**src/rtl/fetch_queue_pkg.sv**
```systemverilog
// Shared core constants for the fetch front end.
package fetch_queue_pkg;

    localparam int          XLEN_DEF     = 32;
    localparam logic [31:0] RESET_PC_DEF = 32'h0000_0000;
    localparam logic [31:0] INST_NOP     = 32'h0000_0013;

endpackage

```
**src/rtl/fetch_queue_sync_fifo.sv**
```systemverilog
// Synchronous FIFO with flush; the head entry is visible on rdata while valid is high.
module sync_fifo
    import fetch_queue_pkg::*;
#(
    parameter int DEPTH = 4,
    parameter int WIDTH = 2 * XLEN_DEF
) (
    input  logic                       clk,
    input  logic                       rst,
    input  logic                       flush,
    input  logic                       push,
    input  logic [WIDTH-1:0]           wdata,
    input  logic                       pop,
    output logic [WIDTH-1:0]           rdata,
    output logic                       valid,
    output logic [$clog2(DEPTH):0]     level
);

    localparam int AW = $clog2(DEPTH);
    localparam int LW = AW + 1;

    logic [WIDTH-1:0] mem_q [DEPTH];
    logic [WIDTH-1:0] mem_d [DEPTH];
    logic [AW-1:0]    wr_ptr_q, wr_ptr_d;
    logic [AW-1:0]    rd_ptr_q, rd_ptr_d;
    logic [LW-1:0]    count_q, count_d;
    logic             do_push, do_pop;

    assign do_push = push && (count_q != LW'(DEPTH));
    assign do_pop  = pop && (count_q != '0);

    // Next-state for storage, pointers and occupancy; flush overrides everything.
    always_comb begin
        mem_d    = mem_q;
        wr_ptr_d = wr_ptr_q;
        rd_ptr_d = rd_ptr_q;
        count_d  = count_q;
        if (flush) begin
            wr_ptr_d = '0;
            rd_ptr_d = '0;
            count_d  = '0;
        end else begin
            if (do_push) begin
                mem_d[wr_ptr_q] = wdata;
                wr_ptr_d        = wr_ptr_q + AW'(1);
            end
            if (do_pop) begin
                rd_ptr_d = rd_ptr_q + AW'(1);
            end
            case ({do_push, do_pop})
                2'b10:   count_d = count_q + LW'(1);
                2'b01:   count_d = count_q - LW'(1);
                default: count_d = count_q;
            endcase
        end
    end

    // Pointer and occupancy registers.
    always_ff @(posedge clk or posedge rst) begin
        if (rst) begin
            wr_ptr_q <= '0;
            rd_ptr_q <= '0;
            count_q  <= '0;
        end else begin
            wr_ptr_q <= wr_ptr_d;
            rd_ptr_q <= rd_ptr_d;
            count_q  <= count_d;
        end
    end

    // Entry storage needs no reset: nothing is read before it is written.
    always_ff @(posedge clk) begin
        mem_q <= mem_d;
    end

    assign rdata = mem_q[rd_ptr_q];
    assign valid = (count_q != '0);
    assign level = count_q;

endmodule

```
**src/rtl/fetch_queue.sv**
```systemverilog
// Instruction fetch front end: issues single-cycle-latency ROM reads and buffers results.
module fetch_queue
    import fetch_queue_pkg::*;
#(
    parameter int               XLEN     = XLEN_DEF,
    parameter int               DEPTH    = 4,
    parameter logic [XLEN-1:0]  RESET_PC = XLEN'(RESET_PC_DEF)
) (
    input  logic                      clk,
    input  logic                      rst,
    input  logic                      jump_en_i,
    input  logic [XLEN-1:0]           jump_addr_i,
    input  logic                      halt_i,
    output logic                      rom_req_o,
    output logic [XLEN-1:0]           rom_addr_o,
    input  logic                      rom_rvalid_i,
    input  logic [XLEN-1:0]           rom_rdata_i,
    output logic                      inst_valid_o,
    output logic [XLEN-1:0]           inst_o,
    output logic [XLEN-1:0]           inst_addr_o,
    input  logic                      inst_ready_i,
    output logic [$clog2(DEPTH):0]    level_o
);

    localparam int LW = $clog2(DEPTH) + 1;

    typedef enum logic {
        ST_RUN  = 1'b0,
        ST_HALT = 1'b1
    } state_e;

    state_e            state_q, state_d;
    logic [XLEN-1:0]   pc_q, pc_d;
    logic              inflight_q, inflight_d;

    logic [LW-1:0]     level;
    logic [LW:0]       occupancy;
    logic              issue, push, pop;
    logic              fifo_valid;
    logic [2*XLEN-1:0] fifo_rdata;

    // Reserve a slot for the in-flight response so a push never meets a full queue.
    assign occupancy = {1'b0, level} + (LW + 1)'(inflight_q);
    assign issue     = !rst && (state_q == ST_RUN) && !halt_i && !jump_en_i
                       && (occupancy < (LW + 1)'(DEPTH));
    assign push      = rom_rvalid_i && inflight_q && !jump_en_i;
    assign pop       = fifo_valid && inst_ready_i && !jump_en_i;

    // Next pc, in-flight flag and halt state; a jump wins over issue.
    always_comb begin
        state_d    = halt_i ? ST_HALT : ST_RUN;
        pc_d       = pc_q;
        inflight_d = issue;
        if (jump_en_i) begin
            pc_d = jump_addr_i & ~XLEN'(3);
        end else if (issue) begin
            pc_d = pc_q + XLEN'(4);
        end
    end

    // Control registers.
    always_ff @(posedge clk or posedge rst) begin
        if (rst) begin
            state_q    <= ST_RUN;
            pc_q       <= RESET_PC;
            inflight_q <= 1'b0;
        end else begin
            state_q    <= state_d;
            pc_q       <= pc_d;
            inflight_q <= inflight_d;
        end
    end

    // While a request is in flight, pc has already stepped past it, so its
    // address is pc-4 (a jump clears the in-flight flag before pc is reused).
    sync_fifo #(
        .DEPTH (DEPTH),
        .WIDTH (2 * XLEN)
    ) u_fifo (
        .clk   (clk),
        .rst   (rst),
        .flush (jump_en_i),
        .push  (push),
        .wdata ({pc_q - XLEN'(4), rom_rdata_i}),
        .pop   (pop),
        .rdata (fifo_rdata),
        .valid (fifo_valid),
        .level (level)
    );

    assign rom_req_o    = issue;
    assign rom_addr_o   = pc_q;
    assign inst_valid_o = fifo_valid;
    assign inst_o       = fifo_valid ? fifo_rdata[XLEN-1:0]      : '0;
    assign inst_addr_o  = fifo_valid ? fifo_rdata[2*XLEN-1:XLEN] : '0;
    assign level_o      = level;

endmodule

```
**config.mk**
```make
export PLATFORM = sky130hd
export DESIGN_NAME = fetch_queue
export DESIGN_NICKNAME = d
export VERILOG_FILES = /design/src/rtl/fetch_queue_pkg.sv /design/src/rtl/fetch_queue_sync_fifo.sv /design/src/rtl/fetch_queue.sv
export SDC_FILE = /design/constraint.sdc
export NUM_CORES = 1
export LEC_CHECK = 0
export BUFFER_PORTS_ARGS = -buffer_cell sky130_fd_sc_hd__buf_2
export CORE_UTILIZATION = 50
export DETAILED_ROUTE_END_ITERATION = 7
export PLACE_DENSITY = 0.7
export SLEW_MARGIN = 20
export SYNTH_ARGS = -nofsm -noshare
export SYNTH_HDL_FRONTEND = slang
export SYNTH_HIERARCHICAL = 1
export SYNTH_SLANG_ARGS = --single-unit
```
**constraint.sdc**
```tcl
create_clock -name clk -period 3.73 [get_ports clk]
set_clock_uncertainty 0.05 [all_clocks]
set_input_delay 0.373 -clock clk [delete_from_list [all_inputs] [get_ports clk]]
set_output_delay 0.373 -clock clk [all_outputs]
set_load 0.005 [all_outputs]
```
==> key figures <==
Status
  • Status: finished clean

Logic synthesis
  • Syn. warnings: 6
  • Post-synth cell types: between 50 and 60
  • Synth Area per Inst: 16.3 µm²
  • #FFs+latches synth: approximately 300
  • Post-synth ARST share: around an eighth
  • Mapped cell area: between 10000 and 15000 µm²
  • Ranking of synthesized cells by area: edfxtp_1, mux4_2, dfrtp_1, and2_1, xor2_1
  • Leading area contributor after synthesis: edfxtp_1
  • Synth Instances: 786
  • Top cell type's share of synthesized area: 60.1%
  • Sequential element share of the synthesized area: 67.7%
  • Post-synth EDFFs: 256
  • Post-synth top flop: edfxtp_1

Power
  • Total power: roughly 6.8 mW
  • Seq pwr share: a little over half
  • Switching Fraction: 21.3%
  • P_sw: roughly 1.5 mW
  • Clock power share: 40.7%
  • Total power per unit cell area: around 450 nW/µm²
  • Internal Pwr Total: between 5 and 6 mW
  • Worst VDD drop: about 0.33 mV
  • Gate power share: roughly 4.7%
  • P_leak: about 5.5 nW

Setup path
  • Reg2reg end: u_fifo/level[2]$_DFFE_PP0P_
  • Worst setup EP type: output pin
  • WP data required: between 3000 and 4000 ps
  • CP arrival: 2560 ps
  • FF-to-FF Start: u_fifo/level[0]$_DFFE_PP0P_
  • R2R Setup Slk: just over 1000 ps
  • CP Class: reg -> out
  • Crit Path Max Fanout: 26
  • CP startpoint kind: register
  • Cells on worst reg2reg path: 8

Routing
  • Via density: between 5 and 6
  • Starting DRC count in detailed routing: 500
  • Met3 wire len: 1.60 mm
  • DR top layer: met4
  • DRT met1 WL: roughly 12 mm
  • Remaining antenna violation count: 0
  • Residual DRC count: 0
  • Via count: 7498
  • Routed wire per std cell: 18.9 µm
  • Met2 routed WL: ~12 mm
  • DR pass1 iterations: 5
  • Routed WL: 25.5 mm

Clock tree
  • Post-CTS setup buffers: 0
  • # resized after CTS: 0
  • Root buffer cell: clkbuf_16
  • Worst-path clk slew: 60 ps
  • Worst skew pair latency: ~550 ps
  • CTS Buffer Depth: 3
  • Num CTS Buffers: 31
  • Clock sink count: 295
  • CTS tree: yes
  • Cts hold-fix bufs: 40
  • H-tree depth: 1

GRT
  • Largest net degree at the start of global routing: between 60 and 70
  • Initial antenna violation count: 0
  • First-pass GRT wire length: 39.8 mm
  • Remaining Overflow, GRT: 0
  • Vias in the first global route: between 7000 and 8000
  • GR Util All Layers: around a fifth

Hold path
  • Worst hold path depth: 1
  • HP Class: in -> reg
  • Hold wc startpoint: rom_rdata_i[3]
  • Hold EP: u_fifo/mem_q[3]$_DFFE_PP_

Finish
  • Nets: ~1100
  • Non-filler cells, final: about 1400
  • Final instance area: roughly 15000 µm²
  • P&R area growth vs syn: 19.6%
  • N_diodes: 0
  • Share of layout cells above drive strength 1: 30.4%

Timing
  • Hold WS: about 9.7 ps
  • Worst-margin pin slew: 720 ps
  • Fin crit period: 2980 ps
  • F_max: around 0.34 GHz
  • Max_slew headroom: roughly half
  • RSZ-0062 raised after global routing: false
  • Final Cycle Share: around four fifths
  • Setup_tns: 0 ps
  • Final setup vio count: 0
  • Max-slew violation count: 0
  • Fin. Hold Viols: 0

Die
  • Die Footprint: between 20000 and 30000 µm²
  • I/O Pins: about 170
  • Core ar.: around 25000 µm²
  • Initial Utilization: between 50% and 60%
  • Floorplan row count: 58
  • Die Width: about 160 µm
  • Die Ht: 162 µm

Placed design
  • Gpl congestion: 0.821
  • Placed Instances: 1255
  • Post-placement cell area: around 14000 µm²
  • Post-DP HPWL: 16.2 mm
  • Port bufs: between 150 and 200

Flow run
  • Max-Cap Viols: 0
-- Yosys cell counts (2+ instances only) --
master,count
inv_1,15
o211ai_1,3
nand2_1,28
nand4_1,16
and3_1,5
a22oi_1,3
buf_6,7
and2_1,73
mux4_2,64
nand4b_1,2
nand3_1,15
nor4_2,3
and4_1,9
or2_2,3
a21oi_1,3
ha_1,6
nor3_1,13
buf_4,4
nor2_1,32
xnor2_1,13
dfrtp_1,39
edfxtp_1,256
nor4_4,2
a31oi_1,18
o31ai_1,10
or4_1,12
or3_1,13
buf_2,16
nor2b_1,4
nor4_1,3
clkbuf_1,26
xor2_1,24
o21ai_0,21
o2111ai_1,2
-- layout by cell type, fill, tap and decap left out, types with 5 or more instances in the layout --
master / n
clkinv_2: 6
conb_1: 10
o21ai_0: 21
clkbuf_1: 6
nand3_1: 15
ha_1: 6
inv_1: 15
clkinv_1: 8
clkbuf_16: 31
mux4_2: 64
or3_1: 12
o31ai_1: 10
buf_2: 166
and4_1: 9
nor2_1: 32
nand2_1: 28
a31oi_1: 18
and2_1: 69
or4_1: 12
xnor2_1: 13
buf_4: 15
dfrtp_1: 37
nor3_1: 13
edfxtp_1: 256
dlygate4sd3_1: 40
and3_1: 5
xor2_1: 24
nand4_1: 16
-- routing by layer --
metal | vias up | GRT usage (%)
met5 | - | 0
met4 | 0 | 4.63
met3 | 31 | 2.99
met2 | 272 | 31.4
met1 | 3715 | 28.1
li1 | 3480 | -
-- state kept, by name (all words and copies together), names as in the netlist --
register / cells
state_q: 1
rom_addr_o: 30
inflight_q: 1
u_fifo/mem_q: 256
u_fifo/level: 3
u_fifo/wr_ptr_q: 2
u_fifo/rd_ptr_q: 2
-- cell families after synthesis --
logic type / synth area share (%)
AO/OA/AOI/OAI: 3.43
XOR/XNOR: 2.53
flip-flops: 67.7
buffers and inverters: 2.75
multiplexers: 11.4
other: 0.0293
adder cells (fa/ha/maj): 0.744
AND/OR/NAND/NOR: 11.3
-- layout make-up --
class | count | area [µm²]
fillers | 1911 | 9820
flip-flops and latches | 295 | 8670
multi-input cells | 430 | 3820
repair buffers | 225 | 1420
clock buffers | 37 | 798
well taps | 330 | 413
clock inverters | 18 | 115
inverters | 15 | 56.3
-- through the flow --
stage | util (%) | setup WS [ps]
final | 60.9 | 749
after global routing | 60.9 | 575
after CTS | 60.9 | 658
after detailed placement | 55.7 | 1040
after global placement | 55.7 | 1130
after floorplan | - | 41.8
-- how the worst max path moves through the flow --
stage	start	endpoint	slack, ps	depth (start not counted)
3_5_place_dp	u_fifo/level[0]$_DFFE_PP0P_	u_fifo/level[2]$_DFFE_PP0P_	1040	8
3_3_place_gp	jump_en_i	u_fifo/mem_q[225]$_DFFE_PP_	1130	8
5_1_grt	u_fifo/rd_ptr_q[0]$_DFFE_PP0P_	inst_addr_o[28]	570	4
6_report	u_fifo/rd_ptr_q[0]$_DFFE_PP0P_	inst_addr_o[28]	750	4
4_1_cts	u_fifo/rd_ptr_q[0]$_DFFE_PP0P_	inst_addr_o[28]	660	4
2_1_floorplan	jump_en_i	u_fifo/mem_q[0]$_DFFE_PP_	40	8
-- worst max-delay path, stage by stage (launching register included) --
cell     delay [ps]
dfrtp_4         790
buf_4           370
mux4_2          530
and2_1          180
buf_2           120
-- power by group through the flow --
stage               combinational (mW)  clock (mW)  sequential, mW
detailed placement               0.287           0            3.80
finish                           0.319        2.78            3.73
global route                     0.357        2.97            3.74
CTS                              0.321        2.84            3.73
global placement                 0.277           0            3.79
floorplan                        0.183           0            3.76
(Power assumes the default switching activity.)
